--- config.mk ---
export PLATFORM = sky130hd
export DESIGN_NAME = shift_seq_ctrl
export DESIGN_NICKNAME = d
export VERILOG_FILES = /design/src/rtl/shift_seq_pkg.sv /design/src/rtl/shift_seq_bitsel.sv /design/src/rtl/shift_seq_ctrl.sv
export SDC_FILE = /design/constraint.sdc
export NUM_CORES = 1
export LEC_CHECK = 0
export ABC_CLOCK_PERIOD_IN_PS = 2500
export BUFFER_PORTS_ARGS = -buffer_cell sky130_fd_sc_hd__buf_4
export CAP_MARGIN = 20
export CORE_MARGIN = 5
export CORE_UTILIZATION = 45
export DETAILED_ROUTE_END_ITERATION = 7
export PLACE_DENSITY = 0.72
export SYNTH_ARGS = -nofsm -noshare
export SYNTH_HDL_FRONTEND = slang
export SYNTH_SLANG_ARGS = --single-unit
export TNS_END_PERCENT = 30
--- constraint.sdc ---
create_clock -name clk -period 2.5 [get_ports clk]
set_input_delay 0.5 -clock clk [delete_from_list [all_inputs] [get_ports clk]]
set_output_delay 0.5 -clock clk [all_outputs]
set_load 0.01 [all_outputs]
--- src/rtl/shift_seq_pkg.sv ---
// Shared definitions for the shift-register load sequencer.
//   state_e   : controller state encoding
//   DIR_LEFT  : shift-left mode (serial bit enters bit 0, word sent MSB first)
//   DIR_RIGHT : shift-right mode (serial bit enters bit WIDTH-1, word sent LSB first)
package shift_seq_pkg;

    typedef enum logic [1:0] {
        IDLE   = 2'd0,
        SHIFT  = 2'd1,
        SETTLE = 2'd2,
        DONE   = 2'd3
    } state_e;

    localparam logic DIR_LEFT  = 1'b0;
    localparam logic DIR_RIGHT = 1'b1;

endpackage

--- src/rtl/shift_seq_bitsel.sv ---
// Combinational serial-bit select for the sequencer.
// Maps the number of bits already sent to the word bit that goes out next:
// left mode walks MSB->LSB, right mode walks LSB->MSB.
// Ports:
//   word_i : word being serialised
//   dir_i  : DIR_LEFT / DIR_RIGHT
//   cnt_i  : bits already sent (0..WIDTH); WIDTH and above yields 0
//   bit_o  : serial bit for this count
module shift_seq_bitsel
    import shift_seq_pkg::*;
#(
    parameter int WIDTH = 5,
    parameter int CNT_W = $clog2(WIDTH + 1)
) (
    input  logic [WIDTH-1:0] word_i,
    input  logic             dir_i,
    input  logic [CNT_W-1:0] cnt_i,
    output logic             bit_o
);

    logic [CNT_W-1:0] idx;
    logic [WIDTH-1:0] shifted;

    always_comb begin
        idx     = (dir_i == DIR_RIGHT) ? cnt_i : (CNT_W'(WIDTH - 1) - cnt_i);
        shifted = word_i >> idx;
        bit_o   = (cnt_i < CNT_W'(WIDTH)) ? shifted[0] : 1'b0;
    end

endmodule

--- src/rtl/shift_seq_ctrl.sv ---
// Sequencer that loads a parallel word into an external serial-in shift
// register, then returns the register's parallel contents.
// Build option: define SHIFT_SEQ_CHECK_EN to add the err output, which flags
// a readback that differs from the word that was loaded.
// Ports:
//   clk, rst             : rising-edge clock, synchronous active-high reset
//   req_valid/ready/data : request handshake carrying the word to load
//   req_dir              : 0 = shift-left mode, 1 = shift-right mode
//   abort                : cancel the operation in progress
//   sr_data_in/en/dir    : control inputs of the shift register
//   sr_sreg              : parallel contents of the shift register
//   done_valid/ready/data: result handshake carrying the captured contents
//   busy                 : high whenever the controller is not idle
//   err (optional)       : readback mismatch, valid alongside done_valid
module shift_seq_ctrl
    import shift_seq_pkg::*;
#(
    parameter int WIDTH = 5
) (
    input  logic             clk,
    input  logic             rst,
    input  logic             req_valid,
    output logic             req_ready,
    input  logic [WIDTH-1:0] req_data,
    input  logic             req_dir,
    input  logic             abort,
    output logic             sr_data_in,
    output logic             sr_en,
    output logic             sr_dir,
    input  logic [WIDTH-1:0] sr_sreg,
    output logic             done_valid,
    input  logic             done_ready,
    output logic [WIDTH-1:0] done_data,
    output logic             busy
`ifdef SHIFT_SEQ_CHECK_EN
    ,
    output logic             err
`endif
);

    localparam int CNT_W = $clog2(WIDTH + 1);

    state_e           state_q, state_d;
    logic [CNT_W-1:0] cnt_q, cnt_d;
    logic [WIDTH-1:0] word_q, word_d;
    logic             dir_q, dir_d;
    logic             req_ready_q, req_ready_d;
    logic             sr_data_in_q, sr_data_in_d;
    logic             sr_en_q, sr_en_d;
    logic             sr_dir_q, sr_dir_d;
    logic             done_valid_q, done_valid_d;
    logic [WIDTH-1:0] done_data_q, done_data_d;
    logic             busy_q, busy_d;
`ifdef SHIFT_SEQ_CHECK_EN
    logic             err_q, err_d;
`endif

    // Outputs are registered, so the bit driven during a SHIFT cycle is
    // selected one edge early using the count that cycle will hold. On the
    // accepting edge the word is not latched yet, so select from the request.
    logic [WIDTH-1:0] sel_word;
    logic             sel_dir;
    logic [CNT_W-1:0] sel_cnt;
    logic             sel_bit;

    assign sel_word = (state_q == IDLE) ? req_data : word_q;
    assign sel_dir  = (state_q == IDLE) ? req_dir  : dir_q;
    assign sel_cnt  = (state_q == IDLE) ? '0 : cnt_q + CNT_W'(1);

    shift_seq_bitsel #(
        .WIDTH (WIDTH),
        .CNT_W (CNT_W)
    ) u_bitsel (
        .word_i (sel_word),
        .dir_i  (sel_dir),
        .cnt_i  (sel_cnt),
        .bit_o  (sel_bit)
    );

    always_comb begin
        state_d      = state_q;
        cnt_d        = cnt_q;
        word_d       = word_q;
        dir_d        = dir_q;
        sr_data_in_d = 1'b0;
        sr_en_d      = 1'b0;
        sr_dir_d     = sr_dir_q;
        done_valid_d = done_valid_q;
        done_data_d  = done_data_q;
`ifdef SHIFT_SEQ_CHECK_EN
        err_d        = err_q;
`endif

        unique case (state_q)
            IDLE: begin
                if (req_valid && req_ready_q) begin
                    word_d       = req_data;
                    dir_d        = req_dir;
                    cnt_d        = '0;
                    state_d      = SHIFT;
                    sr_en_d      = 1'b1;
                    sr_dir_d     = req_dir;
                    sr_data_in_d = sel_bit;
                end
            end
            SHIFT: begin
                if (abort) begin
                    state_d = IDLE;
                end else begin
                    cnt_d = sel_cnt;
                    if (cnt_q == CNT_W'(WIDTH - 1)) begin
                        state_d = SETTLE;
                    end else begin
                        sr_en_d      = 1'b1;
                        sr_data_in_d = sel_bit;
                    end
                end
            end
            SETTLE: begin
                if (abort) begin
                    state_d = IDLE;
                end else begin
                    done_data_d  = sr_sreg;
                    done_valid_d = 1'b1;
                    state_d      = DONE;
`ifdef SHIFT_SEQ_CHECK_EN
                    err_d        = (sr_sreg != word_q);
`endif
                end
            end
            DONE: begin
                // abort and the result handshake share the same exit
                if (abort || done_ready) begin
                    done_valid_d = 1'b0;
                    state_d      = IDLE;
`ifdef SHIFT_SEQ_CHECK_EN
                    err_d        = 1'b0;
`endif
                end
            end
            default: state_d = IDLE;
        endcase

        req_ready_d = (state_d == IDLE);
        busy_d      = (state_d != IDLE);
    end

    always_ff @(posedge clk) begin
        if (rst) begin
            state_q      <= IDLE;
            cnt_q        <= '0;
            word_q       <= '0;
            dir_q        <= DIR_LEFT;
            req_ready_q  <= 1'b1;
            sr_data_in_q <= 1'b0;
            sr_en_q      <= 1'b0;
            sr_dir_q     <= DIR_LEFT;
            done_valid_q <= 1'b0;
            done_data_q  <= '0;
            busy_q       <= 1'b0;
`ifdef SHIFT_SEQ_CHECK_EN
            err_q        <= 1'b0;
`endif
        end else begin
            state_q      <= state_d;
            cnt_q        <= cnt_d;
            word_q       <= word_d;
            dir_q        <= dir_d;
            req_ready_q  <= req_ready_d;
            sr_data_in_q <= sr_data_in_d;
            sr_en_q      <= sr_en_d;
            sr_dir_q     <= sr_dir_d;
            done_valid_q <= done_valid_d;
            done_data_q  <= done_data_d;
            busy_q       <= busy_d;
`ifdef SHIFT_SEQ_CHECK_EN
            err_q        <= err_d;
`endif
        end
    end

    assign req_ready  = req_ready_q;
    assign sr_data_in = sr_data_in_q;
    assign sr_en      = sr_en_q;
    assign sr_dir     = sr_dir_q;
    assign done_valid = done_valid_q;
    assign done_data  = done_data_q;
    assign busy       = busy_q;
`ifdef SHIFT_SEQ_CHECK_EN
    assign err        = err_q;
`endif

endmodule
==> results.txt <==
The flow ran to the end, and the final reports show no timing, DRC or antenna violations. The total design power is 0.000638 W. The maximum clock insertion buffer count is 2. The count of buffers from port buffering came out at 26. Once detail routing completed, the nets flagged for antenna violations numbered 0.

The total setup violations reported at the end of the flow is 0. The worst setup path is launched from a register. The number of synthesis warnings came out at 0. The die is 56.9 microns wide. The final count of hold timing violations is 0.

The floorplan die height came out at 56.9 microns. After clock tree synthesis, the setup repair step added 0 buffers. For this run, the total global-route usage over all layers was measured as 15.2%. The worst setup path is of the reg -> reg kind. For this run, the post-layout net count is 160. The setup TNS came out at 0 ps.

The final instance area came out at 0.00124 sq mm. The transition time of the tightest slew-check pin is 512 ps. The total placed cells including tap cells is 165. The HPWL after detailed placement came out at 1.62 mm.

The sink count of the clock tree came out at 21. The number of rows in the core area is 17. The path class of the tightest hold or removal check is in -> reg. CTS built an H-tree with a depth of 1.

Setup repair after global routing left no endpoint under its margin. After detailed routing, the total wire length is 2.17 mm. In this run the clock root is driven by a sky130_fd_sc_hd__clkbuf_4. The smallest clock period supported by the final layout is computed as 1980 ps. The standard cell core area came out at 0.00215 sq mm. The maximum clock frequency came out at 504 MHz. The clock transition at the registers of the reported paths came out at 120 ps. The combined area of all synthesized cells is 988 sq um. The area of placed instances is 0.00121 sq mm. The DRC marker count from the first detailed-route iteration came out at 16. In the routed design, unresolved DRC markers number 0. The fraction of final layout cells sized beyond drive strength 1 came out at 25.5%.

The number of filler cells placed in the layout is 202. The area taken by multi-input logic gates is 522 sq um. The post-layout instance count excluding filler cells came out at 169. The share of the clock period used by the worst path after layout came out at 79.4%. The number of nets produced by synthesis is 132. For this configuration, the core starts out at a cell density of 46.0%. In this run, synthesis produced a sequential element count of 21. The ratio of routed vias to standard cells came out at 5.20. The worst setup path is captured at a register.

The congestion estimate from routability-driven global placement came to 0.767. The number of hold buffers added after CTS was 0. The die covers 0.00323 sq mm. The post-synthesis average cell area is 8.67 sq um. TritonCTS built the clock tree. Across the whole layout, storage elements account for 420 sq um. The antenna diode count is 0. The worst clock skew on the final layout is 0.489 ps. The worst slack at placement is 553 ps. Dividing total power by cell area gives a power density of 516 mW/mm^2.

The wire length of the first global-routing pass is 3.89 mm. Entering global routing, the biggest net connects 20 pins. The synthesized netlist contains 34 unique library cells.

Headroom to the max-slew limit came out at 65.7%. The leakage power total came out at 0.522 nW. The worst-case vdd ir drop is 291 uV. The number of clock buffers added by TritonCTS is 3. The sequential element share of the synthesized area came out at 42.5%.

For this block, the via count after detailed routing is 879. The required time of the worst setup path is 2720 ps. The average wire per cell in the routed design came out at 12.9 microns. The total global routing overflow is 0. The library cell used most frequently in the layout, excluding fill and tap cells, is sky130_fd_sc_hd__buf_4. The total iterations of the first detailed-routing run came out at 5.

The final count of pins violating max slew is 0. The top cell types in the final layout, fill and taps aside, are 27 x sky130_fd_sc_hd__buf_4, 21 x sky130_fd_sc_hd__dfxtp_1, 19 x sky130_fd_sc_hd__nand2_1. The via count of the first global-routing pass is 901. After technology mapping, the gate count stands at 114. The largest fanout on the critical path is 8. The number of antenna violations at the first check in global routing is 0. The signed area change from the synthesized netlist to the final layout is 25.1%. The clock insertion delay at the later pin of the skew report is 300 ps.

In the post-route analysis, the smallest setup slack over all paths is 516 ps. The number of instances resized during post-cts repair is 0. The number of max-capacitance violations reported came out at 0.

The arrival time of the worst setup path is 2200 ps. The I/O pin count came out at 27.
==> stage by stage <==
stage / hold WS [ps] / util (%)
after floorplan: 436 / -
after global placement: 450 / 56.3
after detailed placement: 457 / 56.3
after CTS: 420 / 57.5
after global routing: 403 / 57.5
final: 419 / 57.5
==> cell type report <==
class / instances / area share, %
clock buffer: 4 / 2.13
inverter: 8 / 2.43
multi-input combinational: 81 / 42.2
sequential: 21 / 34.0
tap: 28 / 2.83
timing repair buffer: 27 / 16.4
==> state kept, by name, indices dropped and copies added (netlist names) <==
name and flops:
word_q 5, sr_data_in 1, sr_en 1, busy 1, done_valid 1, sr_dir 1
state_q 2, done_data 5, cnt_q 3, req_ready 1
==> cells in the mapped netlist <==
| cell type | count | area share [%] |
|---|---|---|
| sky130_fd_sc_hd__a2111oi_4 | 1 | 2.8 |
| sky130_fd_sc_hd__a21oi_1 | 15 | 7.6 |
| sky130_fd_sc_hd__a22oi_1 | 1 | 0.76 |
| sky130_fd_sc_hd__a2bb2oi_1 | 1 | 0.89 |
| sky130_fd_sc_hd__a31oi_1 | 1 | 0.63 |
| sky130_fd_sc_hd__and2_1 | 1 | 0.63 |
| sky130_fd_sc_hd__and2b_2 | 1 | 0.89 |
| sky130_fd_sc_hd__and4b_2 | 1 | 1.1 |
| sky130_fd_sc_hd__buf_2 | 1 | 0.51 |
| sky130_fd_sc_hd__clkbuf_1 | 3 | 1.1 |
| sky130_fd_sc_hd__dfxtp_1 | 21 | 43 |
| sky130_fd_sc_hd__ha_1 | 2 | 2.5 |
| sky130_fd_sc_hd__inv_1 | 8 | 3.0 |
| sky130_fd_sc_hd__mux2_4 | 1 | 1.5 |
| sky130_fd_sc_hd__mux2i_1 | 6 | 6.1 |
| sky130_fd_sc_hd__nand2_1 | 19 | 7.2 |
| sky130_fd_sc_hd__nand3_1 | 2 | 1.0 |
| sky130_fd_sc_hd__nand3b_1 | 1 | 0.76 |
| sky130_fd_sc_hd__nand4_1 | 1 | 0.63 |
| sky130_fd_sc_hd__nor2_1 | 11 | 4.2 |
| sky130_fd_sc_hd__nor2b_1 | 2 | 1.3 |
| sky130_fd_sc_hd__nor3_1 | 1 | 0.51 |
| sky130_fd_sc_hd__nor3_2 | 1 | 1.0 |
| sky130_fd_sc_hd__nor3b_1 | 1 | 0.76 |
| sky130_fd_sc_hd__nor3b_2 | 1 | 1.3 |
| sky130_fd_sc_hd__nor4_1 | 1 | 0.63 |
| sky130_fd_sc_hd__nor4bb_1 | 1 | 1.0 |
| sky130_fd_sc_hd__o21ai_0 | 2 | 1.0 |
| sky130_fd_sc_hd__o21ai_1 | 1 | 0.51 |
| sky130_fd_sc_hd__o221ai_1 | 1 | 0.89 |
| sky130_fd_sc_hd__or3_1 | 1 | 0.63 |
| sky130_fd_sc_hd__xnor2_1 | 1 | 0.89 |
| sky130_fd_sc_hd__xnor3_1 | 1 | 2.3 |
| sky130_fd_sc_hd__xor2_1 | 1 | 0.89 |
==> where the power goes <==
part / switching [W] / leakage (nW) / internal [W]
logic: 0.0000538 / 0.336 / 0.0000544
clock network: 0.000105 / 0.0150 / 0.0000623
registers: 0.0000134 / 0.171 / 0.000349
==> routing by layer <==
metal	vias to the layer above	wire length, microns	GRT usage, %
li1	440	-	-
met1	403	927	18.0
met4	0	31	5.96
met5	-	0	0
met2	31	1070	25.1
met3	5	145	5.06
==> critical path: stages, from the launching register on <==
cell                        delay (ps)
sky130_fd_sc_hd__dfxtp_1           470
sky130_fd_sc_hd__inv_1             100
sky130_fd_sc_hd__ha_1              370
sky130_fd_sc_hd__and2b_2           270
sky130_fd_sc_hd__nand3_1            70
sky130_fd_sc_hd__mux2_4            280
sky130_fd_sc_hd__a2111oi_4         330
==> worst paths after layout <==
check / startpoint / end / cells after the start / slack, ps
setup reg to reg: cnt_q[0] / sr_data_in / 6 / 520
hold / removal: sr_sreg[0] / done_data[0] / 3 / 420
hold reg to reg: word_q[0] / word_q[0] / 2 / 470
setup / recovery: cnt_q[0] / sr_data_in / 6 / 520
==> cell families after synthesis <==
logic type / Yosys count / synth area share, %
AO/OA/AOI/OAI: 23 / 15.1
XOR/XNOR: 3 / 4.05
adder cells (fa/ha/maj): 2 / 2.53
buffers and inverters: 12 / 4.68
flip-flops: 21 / 42.5
multiplexers: 7 / 7.59
AND/OR/NAND/NOR: 46 / 23.5
No activity file was read; power rests on OpenSTA's default activity.
